[src/rtl/stim_pkg.sv]
// stim_pkg: shared state encoding and default widths
// for the stim_source valid/ready stream generator.
package stim_pkg;

    typedef enum logic [1:0] {
        S_IDLE,
        S_SEND,
        S_GAP,
        S_DONE
    } state_t;

    localparam int DW_DEF = 16;
    localparam int CW_DEF = 16;

endpackage

[src/rtl/stim_source_sat_counter.sv]
// sat_counter: clearable up-counter that sticks at all-ones
// instead of wrapping.
module sat_counter #(
    parameter int W = 16
) (
    input  logic         clk,
    input  logic         rst,
    input  logic         i_clr,
    input  logic         i_inc,
    output logic [W-1:0] o_q
);

    logic [W-1:0] r_q;

    always_ff @(posedge clk) begin
        if (rst || i_clr) begin
            r_q <= '0;
        end else if (i_inc && (r_q != '1)) begin
            r_q <= r_q + 1'b1;
        end
    end

    assign o_q = r_q;

endmodule

[src/rtl/stim_source.sv]
// stim_source: counted valid/ready word source with idle gaps,
// per-item stall measurement and a sticky stall timeout flag.
module stim_source
    import stim_pkg::*;
#(
    parameter int DW      = DW_DEF,
    parameter int NUM_TX  = 8,
    parameter int GAP     = 2,
    parameter int TIMEOUT = 32,
    parameter int CW      = CW_DEF
) (
    input  logic          clk,
    input  logic          rst,
    input  logic          start,
    output logic          dn_valid,
    output logic [DW-1:0] dn_data,
    input  logic          dn_ready,
    output logic          busy,
    output logic          done,
    output logic [CW-1:0] tx_count,
    output logic [CW-1:0] max_wait,
    output logic          stall_err
);

    localparam logic [CW-1:0] NUM_LAST = CW'(NUM_TX);
    localparam logic [CW-1:0] GAP_LAST = (GAP > 0) ? CW'(GAP - 1) : '0;
    localparam logic [CW:0]   TO_LIM   = (CW + 1)'(TIMEOUT);

    state_t        r_state;
    logic          r_valid;
    logic          r_busy;
    logic          r_done;
    logic          r_err;
    logic [DW-1:0] r_data;
    logic [CW-1:0] r_seq;
    logic [CW-1:0] r_tx;
    logic [CW-1:0] r_max;

    logic [CW-1:0] w_wait;
    logic [CW-1:0] w_gap;
    logic [CW-1:0] w_seq_inc;
    logic [CW-1:0] w_tx_inc;
    logic [CW:0]   w_wait_inc;
    logic          w_hs;
    logic          w_last;
    logic          w_gap_end;
    logic          w_timeout;
    logic          w_in_gap;

    assign w_hs       = r_valid & dn_ready;
    assign w_seq_inc  = r_seq + 1'b1;
    assign w_tx_inc   = r_tx + 1'b1;
    assign w_last     = (w_tx_inc == NUM_LAST);
    assign w_in_gap   = (r_state == S_GAP);
    assign w_gap_end  = (w_gap == GAP_LAST);
    assign w_wait_inc = {1'b0, w_wait} + 1'b1;
    assign w_timeout  = (w_wait_inc >= TO_LIM);

    // r_valid is high exactly while in SEND, so it gates the stall count
    sat_counter #(.W(CW)) u_wait (
        .clk   (clk),
        .rst   (rst),
        .i_clr (~r_valid | w_hs),
        .i_inc (r_valid & ~dn_ready),
        .o_q   (w_wait)
    );

    sat_counter #(.W(CW)) u_gap (
        .clk   (clk),
        .rst   (rst),
        .i_clr (~w_in_gap | w_gap_end),
        .i_inc (w_in_gap),
        .o_q   (w_gap)
    );

    always_ff @(posedge clk) begin
        if (rst) begin
            r_state <= S_IDLE;
            r_valid <= 1'b0;
            r_data  <= '0;
            r_busy  <= 1'b0;
            r_done  <= 1'b0;
            r_err   <= 1'b0;
            r_seq   <= '0;
            r_tx    <= '0;
            r_max   <= '0;
        end else begin
            unique case (r_state)
                S_IDLE, S_DONE: begin
                    if (start) begin
                        r_state <= S_SEND;
                        r_valid <= 1'b1;
                        r_busy  <= 1'b1;
                        r_done  <= 1'b0;
                        r_err   <= 1'b0;
                        r_data  <= '0;
                        r_seq   <= '0;
                        r_tx    <= '0;
                        r_max   <= '0;
                    end
                end
                S_SEND: begin
                    if (w_hs) begin
                        r_tx   <= w_tx_inc;
                        r_seq  <= w_seq_inc;
                        r_data <= DW'(w_seq_inc);
                        if (w_wait > r_max) begin
                            r_max <= w_wait;
                        end
                        if (w_last) begin
                            r_state <= S_DONE;
                            r_valid <= 1'b0;
                            r_busy  <= 1'b0;
                            r_done  <= 1'b1;
                        end else if (GAP == 0) begin
                            r_state <= S_SEND;
                        end else begin
                            r_state <= S_GAP;
                            r_valid <= 1'b0;
                        end
                    end else if (w_timeout) begin
                        r_err <= 1'b1;
                    end
                end
                S_GAP: begin
                    if (w_gap_end) begin
                        r_state <= S_SEND;
                        r_valid <= 1'b1;
                    end
                end
            endcase
        end
    end

    assign dn_valid  = r_valid;
    assign dn_data   = r_data;
    assign busy      = r_busy;
    assign done      = r_done;
    assign tx_count  = r_tx;
    assign max_wait  = r_max;
    assign stall_err = r_err;

endmodule

[config.mk]
export PLATFORM = sky130hd
export DESIGN_NAME = stim_source
export DESIGN_NICKNAME = d
export VERILOG_FILES = /design/src/rtl/stim_pkg.sv /design/src/rtl/stim_source_sat_counter.sv /design/src/rtl/stim_source.sv
export SDC_FILE = /design/constraint.sdc
export NUM_CORES = 1
export LEC_CHECK = 0
export ABC_AREA = 1
export CORE_UTILIZATION = 55
export DETAILED_ROUTE_END_ITERATION = 16
export PLACE_DENSITY = 0.82
export SLEW_MARGIN = 15
export SYNTH_ARGS = -nofsm -noshare
export SYNTH_HDL_FRONTEND = slang
export SYNTH_SLANG_ARGS = --single-unit
[constraint.sdc]
create_clock -name clk -period 3.29 [get_ports clk]
set_input_delay 0.658 -clock clk [delete_from_list [all_inputs] [get_ports clk]]
set_output_delay 0.658 -clock clk [all_outputs]
set_load 0.03 [all_outputs]
# Yosys cells after proc, flatten, opt, wreduce, memory -nomap -nowiden

Index checks and enable logic that the tools add are counted.

Memories: 0
Latch bits: 0
ROM bits: 0
Word-level logic and storage cells: 77
Memory bits (writable): 0
Input port bits: 4
Output and inout port bits: 52
Register bits after elaboration: 86

Magnitude comparators: 2
Div/mod/pow operators: 0
Bitwise logic cells: 7
Add/sub/neg operators: 5
Multiplexer cells: 27
Reductions and logical operators: 12
Equal/unequal tests: 14
Multiply operators: 0
Shifts and indexed selects: 0

Operators with widths:

| kind                  | number |
|---|---|
| $pmux 16 s2           | 3 |
| $mux 16               | 5 |
| $add 16x1->16 const B | 4 |
| $ne 16x16->1 const B  | 2 |
| $add 16x1->17 const B | 1 |
| $ge 17x6->1 const B   | 1 |
| $eq 16x1->1 const B   | 1 |
| $eq 16x4->1 const B   | 1 |
| $gt 16x16->1          | 1 |
| $ne 2x2->1 const B    | 7 |
| $reduce_and 4->1      | 3 |
| $mux 1                | 11 |
| $mux 2                | 3 |
| $pmux 1 s2            | 3 |
| $pmux 2 s3            | 1 |
| $reduce_and 3->1      | 2 |
| $eq 2x2->1 const B    | 2 |
| $not 1->1             | 3 |
| $pmux 1 s3            | 1 |
| $and 1x1->1           | 2 |
| $eq 2x1->1 const B    | 1 |
| $logic_and 1x1->1     | 2 |
| $logic_not 2->1       | 1 |
| $logic_or 1x1->1      | 2 |
| other kinds (3)       | 4 |

# Longest topological paths before layout

Depth in word-level cells: 5
Mapped depth: 16
Gate-level depth less buffers: 15

# Hierarchy

A second synthesis with hierarchy kept.

Cells, all modules: 784
Area, all modules: 5,144.9 sq um

By module, submodules not included:

| module      | cells each | area each (sq um) | instances | seq. area each (sq um) |
|---|---|---|---|---|
| stim_source | 486        | 3,243.1           | 1         | 1,081.0 |
| sat_counter | 149        | 950.9             | 2         | 320.3 |

# Worst setup path before layout

Ideal clock, no wire load.

Path kind: register to register
From: register r_max[1] (netlist: max_wait[1])
To: register r_max[12] (netlist: max_wait[12])
Buffers on the path: 1
Clock period less this slack: 1.990 ns
Library setup time: 0.113 ns
Data arrival time: 1.877 ns
Cell stages (with the launch flop): 17
Setup slack: 1.300 ns
Cells stage by stage: dfxtp_1 inv_1 ha_1 inv_1 nor2_1 nor2_1 o21ai_0 nand2_1 nand2_1 nand2_1 nand2_1 nand2_1 a21boi_2 buf_2 nand2_1 nand2_1 nor2_1

Word-level cells in the longest chain between the ends: 3

RTL lines:

| what                              | line               | RTL |
|---|---|---|
| start, declared                   | stim_source.sv:37  | `logic [CW-1:0] r_max;` |
| start signal, assigned            | stim_source.sv:108 | `r_max <= w_wait;` |
| $gt 16x16->1                      | stim_source.sv:107 | `if (w_wait > r_max) begin` |
| $ne 2x2->1 (no source line)       | -                  |  |
| $reduce_and 4->1 (no source line) | -                  |  |

No other way between the ends.
A chain may end at the register's enable or synchronous reset.

# Final worst setup path

From: input dn_ready
To: register r_seq[8]

Word-level cells in the longest chain between the ends: 3

RTL lines:

| what                              | line               | RTL |
|---|---|---|
| start, declared                   | stim_source.sv:17  | `input logic dn_ready,` |
| $and 1x1->1                       | stim_source.sv:50  | `assign w_hs = r_valid & dn_ready;` |
| $ne 2x2->1 (no source line)       | -                  |  |
| $reduce_and 3->1 (no source line) | -                  |  |
| end signal, assigned              | stim_source.sv:105 | `r_seq <= w_seq_inc;` |
| end, declared                     | stim_source.sv:35  | `logic [CW-1:0] r_seq;` |

No other way between the ends.

==> summary.md <==
| Metric | Value |
|---|---|
| Run status | finished, final reports clean |
| Min-Delay Endpoint | r_state[1] |
| ANT cells | 0 |
| DR iter-0 viols | around 230 |
| Net Count, Synth | around 770 |
| Post-CTS sizing | 0 |
| Largest net degree at the start of global routing | 33 |
| Fmax achieved | approximately 0.43 GHz |
| Nets | slightly above 800 |
| Core ar. | around 0.0087 mm2 |
| Leak pwr | 2.193 nW |
| Layout area overhead | 17.53% |
| Io pins | 56 |
| Die Height | approximately 97 um |
| Post-Synth Adder-Cell Area | under 10% |
| CP Buf/Inv Count | 2 |
| Max Clock Skew | about 13 ps |
| FF-to-FF Start | r_state[0] |
| Worst setup EP type | flop |
| Largest family of logic cells by synthesized area | simple AND/OR/NAND/NOR gates |
| Clock network fraction of design power | a little over a fifth |
| Crit path largest cell delay | 520 ps |
| Placement Rows | 34 |
| Total power draw | ~0.0037 W |
| Die W | between 90 and 100 um |
| Htree depth | 3 |
| Number of cells on the worst reg-to-reg path | 13 |
| Most frequent CP cell | nand2_1 |
| Int Pwr | approximately 0.0022 W |
| CP startpoint kind | primary input |
| DP Wirelength | 8.661 mm |
| Max VDD drop | 368.8 uV |
| Register area share after synthesis | a little over a third |
| Final ANT Viol Nets | 0 |
| Layout cells sized above 1 | under 10% |
| Mux cell area share after synthesis | 0% |
| DRT Pass-1 Iters | 5 |
| Critical path required time | ~3500 ps |
| PD cells | 643.6 mW/mm2 |
| Die ar. | between 0.009 and 0.01 mm2 |
| Worst Hold Class | flop to flop |
| Slew headroom | about two thirds |
| Post-synthesis compound-gate area fraction | between 10% and 20% |
| Final cell count without fillers | 914 |
| Drt via density | about 5.4 |
| Initial core utilization | between 50 and 60% |
| Total GRT Usage | between 20% and 30% |
| Routability cong. | 0.9092 |
| CTS clk-pin slew, worst paths | approximately 70 ps |
| Final routed DRC violation total | 0 |
| Synthesized area | 0.004946 mm2 |
| Switching power total | approximately 0.0016 W |
| WL per Instance | about 13 um |
| Via Count | 4900 |
| CTS Buf Count | 9 |
| Placed cells | 900 |
| Synth cell types | 41 |
| Worst-Margin Slew | 521.6 ps |
| Tcrit/Tclk final | between 70% and 80% |
| Syn avg cell area | approximately 6.6 um2 |
| Initial antenna violation count | 0 |
| XOR/XNOR Fraction of Synth Area | roughly 2.3% |
| Root Buffer | clkbuf_8 |
| Drt total wl | 11.56 mm |
| Yosys reg bits | 86 |
| RSZ-0062 raised after global routing | false |
| Post CTS Setup Buffer Count | 0 |
| Post-Synth Simple-Gate Area | between 30% and 40% |
| Hold Buf Count CTS | 0 |
| Count of final hold-check violations | 0 |
| Vias in the first global route | about 4700 |
| Switching fraction of total power | 42.09% |
| Crit Path Class | primary input to flop |
| Fin Hold WS | between 400 and 500 ps |
| WP data arrival | about 2600 ps |
| CTS Sinks | 86 |
| CTS tree | done |
| Minimum clock period | roughly 2300 ps |
| First-pass GRT wire length | roughly 20 mm |
| Pins over their slew limit | 0 |
| Hold-critical path depth | 2 |
| Clock Latency Late Sink | approximately 360 ps |
| Delay-heaviest family, CP | simple AND/OR/NAND/NOR gates |
| Crit-path cells | clkdlybuf4s50_1 > nand2_1 > nand2_1 > nand2_2 > nor2_4 > inv_2 > nor3_4 > nand3_2 > nor2_4 > nand2_1 > o21ai_1 > nor2_1 |
| Gate count after technology mapping | 746 |
| GRT overflow | 0 |
| Yosys warning total | 0 |
| Slowest library cell on the worst path | clkdlybuf4s50_1 |
| Port bufs | 55 |
| Final setup violation count | 0 |
| Sum Neg Setup Slack | 0 ps |
| Critical hold path startpoint | r_state[1] |
| Max Cap Violations | 0 |
| Crit Reg-Reg Endpoint | r_seq[8] |
| Largest fanout on the critical path | 24 |
| CTS Buffer Depth | 2 |
| Fin util | around two thirds |
| Register share of total power | around 34% |
| Combinational group share of total power | a little over two fifths |
| R2R setup slack | a little over 1000 ps |
[area by class of cell]
| type | instances | area [um2] |
|---|---|---|
| clock buffer | 10 | 137.6 |
| clock inverter | 4 | 72.57 |
| fill | 774 | 2908 |
| inverter | 98 | 367.9 |
| multi-input combinational | 547 | 2783 |
| sequential | 86 | 1722 |
| tap | 108 | 135.1 |
| timing repair buffer | 61 | 595.6 |
[per-stage QoR]
step / worst slack (ps) / cell area, um2
5_1_grt: 782.3 / 5813
3_5_place_dp: 642.0 / 5603
4_1_cts: 1007 / 5813
6_report: 979.9 / 5813
2_1_floorplan: 1300 / 4946
3_3_place_gp: 719.9 / 5603
[worst reg2reg max path, stage by stage (launching register included)]
cell and delay (ps):
dfxtp_1 340, inv_1 60, ha_1 300, inv_2 90, or2_1 140, nand2_2 100
nor2_4 160, inv_2 210, nor3_4 220, nand3_2 130, nor2_4 170, nand2_1 70
o21ai_1 130, nor2_1 60
[state kept, by name, summed over array words and instances, names as in the netlist]
register and cells:
r_state 2, stall_err 1, u_wait.o_q 16, busy 1, max_wait 16, dn_valid 1
r_seq 16, tx_count 16, done 1, u_gap.o_q 16
[how the worst max path moves through the flow]
stage           startpoint      endpoint  slack, ps  depth (start not counted)
6_report          dn_ready      r_seq[8]        980                         12
3_3_place_gp      dn_ready      r_seq[8]        720                         12
5_1_grt         r_state[0]      r_seq[8]        780                         13
2_1_floorplan  max_wait[1]  max_wait[12]       1300                         16
3_5_place_dp      dn_ready      r_seq[8]        640                         12
4_1_cts           dn_ready      r_seq[8]       1010                         12
[power groups by stage]
stage	Sequential (W)	Combinational [W]	Clock [W]
3_3_place_gp	0.00131	0.00160	0
3_5_place_dp	0.00131	0.00165	0
4_1_cts	0.00129	0.00165	0.000821
6_report	0.00129	0.00165	0.000805
2_1_floorplan	0.00146	0.00106	0
5_1_grt	0.00131	0.00184	0.000863
[synthesized netlist by cell type, drive strengths merged]
cell type | instances | share of area [%]
nor3 | 16 | 2.0
a31o | 2 | 0.35
a2bb2oi | 1 | 0.18
nand2 | 207 | 16
a21oi | 66 | 7.0
inv | 97 | 7.4
dfxtp | 86 | 35
a21o | 1 | 0.15
o21bai | 2 | 0.30
nor2 | 103 | 8.8
or2 | 3 | 0.38
nand4 | 22 | 2.8
ha | 24 | 6.1
o21ai | 27 | 2.7
nor4 | 6 | 0.76
nor3b | 2 | 0.30
a22oi | 1 | 0.15
buf | 10 | 1.0
xor2 | 12 | 2.1
o21a | 4 | 0.61
nand3 | 41 | 4.5
clkbuf | 5 | 0.46
a21boi | 1 | 0.23
nand3b | 4 | 0.61
xnor2 | 1 | 0.18
clkinv | 1 | 0.076
a31oi | 1 | 0.13
[placed cells by master, fill, tap and decap left out, types with 3 or more instances in the layout]
cell             count
nand2_1            203
inv_1               95
nor2_1              93
dfxtp_1             86
a21oi_1             64
clkdlybuf4s50_1     55
nand3_1             38
o21ai_0             24
ha_1                24
nand4_1             22
nor3_1              13
xor2_1              12
clkbuf_8            10
nor4_1               6
buf_4                6
nor2_4               5
nor2_2               5
o21a_1               4
nand2_2              4
nand3b_1             4
nand3_2              3
o21ai_1              3
[logic make-up after synthesis]
logic type	count (synthesis)
compound gates	106
xor+xnor	13
fa+ha+maj	24
buf+inv	113
flops	86
simple gates	404
[metal layers]
layer	GRT usage (%)	up-vias	routed length, um
met5	0	-	0
met4	10.79	0	192
met3	3.468	17	586
met2	45.02	137	5700
met1	30.81	2232	5081
li1	-	2514	-
Note: power is estimated with default switching activity, not from simulation.
==> edit, RTL diff (same flow settings) <==
The 4 states of `state_t` get a one-hot encoding in 4 bits.
--- a/src/rtl/stim_pkg.sv
+++ b/src/rtl/stim_pkg.sv
@@ -4,7 +4,7 @@
 
-    typedef enum logic [1:0] {
-        S_IDLE,
-        S_SEND,
-        S_GAP,
-        S_DONE
+    typedef enum logic [3:0] {
+        S_IDLE = 4'b0001,
+        S_SEND = 4'b0010,
+        S_GAP  = 4'b0100,
+        S_DONE = 4'b1000
     } state_t;
Check against the original RTL: same outputs for any inputs over 10 cycles, from zero or initial values and one cycle with rst high; not proved beyond that.
==> edit against the unedited design <==
Routed wire length is 0.85% higher. Area after synthesis is 2.6% lower. First-iteration DRC count is 21% higher. Synthesized cell count is 4.4% lower. Setup slack better by 0.0016 ns. Sequential cell count is 1 higher. Hold slack worse by 0.0063 ns. Clock skew is 0.0031 ns lower. Die area is 2.6% lower. Design area is 2.5% lower.
Power is not compared: it rests on default switching activity, and its combinational part moved more than twofold at a synthesized area within 25%.
==> edit: results (changes against the unedited design) <==
via-per-instance ratio: 5.529 (+3.1%)
post-CTS clock slew at the launch and capture registers of the worst setup and hold paths: 0.09 ns (+0.02 ns)
Pleak: 2.002 nW
worst-path maximum fanout: 7 (-71%)
most common library cells after synthesis: nand2_1 (183), inv_1 (90), dfxtp_1 (87)
wire length per cell after detailed routing: 13.23 um (+4.6%)
share of post-route cells with drive strength above 1: 5.670% (-0.41 points)
Largest stage delay, worst path: 0.76 ns (+0.24 ns)
minimum setup slack after placement: 0.7797 ns (+0.1377 ns)
fill cell count: 725 (-6.3%)
Slew Limit Headroom: 53.20% (-12 points)
fraction of the yosys area taken by sequential cells: 36.17% (+1.4 points)
Syn. warnings: 0 (unchanged)
number of levels the H-tree was split into: 3 (unchanged)
Worst Skew: 0.01023 ns (-0.003105 ns)
number of buffers added on ports: 55 (unchanged)
HPWL after detailed placement: 8579 um (-0.94%)
maximum buffer depth of the clock tree: 2 (unchanged)
Final Max Tran Viols: 0 (unchanged)
unique cell type count in the Yosys netlist: 41 (unchanged)
post_cts resized: 0 (unchanged)
hold crit path type: reg -> reg
cell at the slowest stage of the critical path: clkdlybuf4s50_1
initial detailed-routing violation count: 273 (+21%)
signal arrival time at the worst endpoint: 1.65 ns (-0.91 ns)
synthesized area per cell: 6.754 sq um (+1.9%)
worst ir drop on vdd: 0.2780 mV
pin count of the biggest net entering global routing: 27 (-18%)
nets in the synthesized netlist: 739 (-4.5%)
FFs w/ async S/R, synth: 0% (unchanged)
top cells by area, synth: dfxtp_1 (36%), nand2_1 (14%), a21oi_1 (8.7%), inv_1 (7.0%), ha_1 (5.7%)
wire length of the first global-routing pass: 19770 um (-1.5%)
total clock buffers created by CTS: 9 (unchanged)
GRT Resource Usage Total: 27.31% (+1.8 points)
total of hold buffers inserted after clock tree synthesis: 0 (unchanged)
Inst Count DP: 865 (-3.9%)
critical path's top delay family: buffers and inverters
number of global-route vias before repair: 4396 (-5.7%)
routability congestion estimate from global placement: 0.9458 (+4.0%)
Via Count: 4871 (-0.59%)
drt first pass iters: 5 (unchanged)
CTS Root Buffer Type: clkbuf_8
number of antenna violations at the first check in global routing: 0 (unchanged)
post-CTS setup repair buffer count: 0 (unchanged)
total number of nets in the final design: 797 (-4.1%)
Clock Latency Late Sink: 0.36 ns (about the same)
Area after DPL: 5477 sq um (-2.3%)
status: finished, final reports clean
antenna diode count: 0 (unchanged)
[edit: cell types whose count changed after synthesis, sizes merged, moves of 3 or more]
cell    change
or2         +3
xnor2       +5
nor3       +10
nand3       -5
buf         -7
nor2       -33
inv         -3
o21a        -3
clkbuf      +4
xor2        -3
nand2      -19
a21oi      +18
[edit: kinds of logic after synthesis]
kind of cell / after synthesis / share of synthesized area (%)
AOI/OAI and AO/OA: 121 / 13.25
DFF: 87 / 36.17
and+or+nand+nor: 361 / 33.67
xor gates and xnor gates: 15 / 2.728
adders and majority gates: 22 / 5.716
buffers and inverters: 107 / 8.469
[edit: worst register-to-register path, stage by stage (launching register included)]
cell     delay, ns
dfxtp_1       0.36
inv_1         0.06
ha_1          0.32
nand4_1       0.13
nor2_1        0.23
nand2_1       0.10
nand2_1       0.07
nand2_1       0.09
nor2_2        0.55
nand2_1       0.14
a21oi_1       0.18
[edit: cell type report]
cell class | instances | area [sq um] | share of cell area, %
inverter | 95 | 356.6 | 6.293
timing repair buffer | 59 | 580.6 | 10.25
clock buffer | 11 | 131.4 | 2.318
multi-input combinational | 519 | 2666 | 47.05
sequential | 87 | 1742 | 30.74
clock inverter | 5 | 58.81 | 1.038
tap | 105 | 131.4 | 2.318
[edit: metal layers]
metal  up-vias  global-route usage, %  wire, um
li1       2452                      -         -
met1      2228                  35.00      5174
met2       173                  46.90      5596
met3        18                  5.024       726
met4         0                  7.338       160
met5         -                      0         0
[edit: path summary, 6_finish.rpt]
kind                     start  slack [ns]     endpoint  depth (start not counted)
setup / recovery    r_state[1]        0.98     dn_valid                          1
hold reg to reg    max_wait[8]        0.48  max_wait[8]                          2
hold / removal     max_wait[8]        0.48  max_wait[8]                          2
setup reg to reg  max_wait[15]        0.98  max_wait[7]                         10
[edit: where the power goes]
part           switching [mW]  internal (mW)
logic                   0.169         0.0704
clock network           0.386          0.352
registers              0.0206           1.07
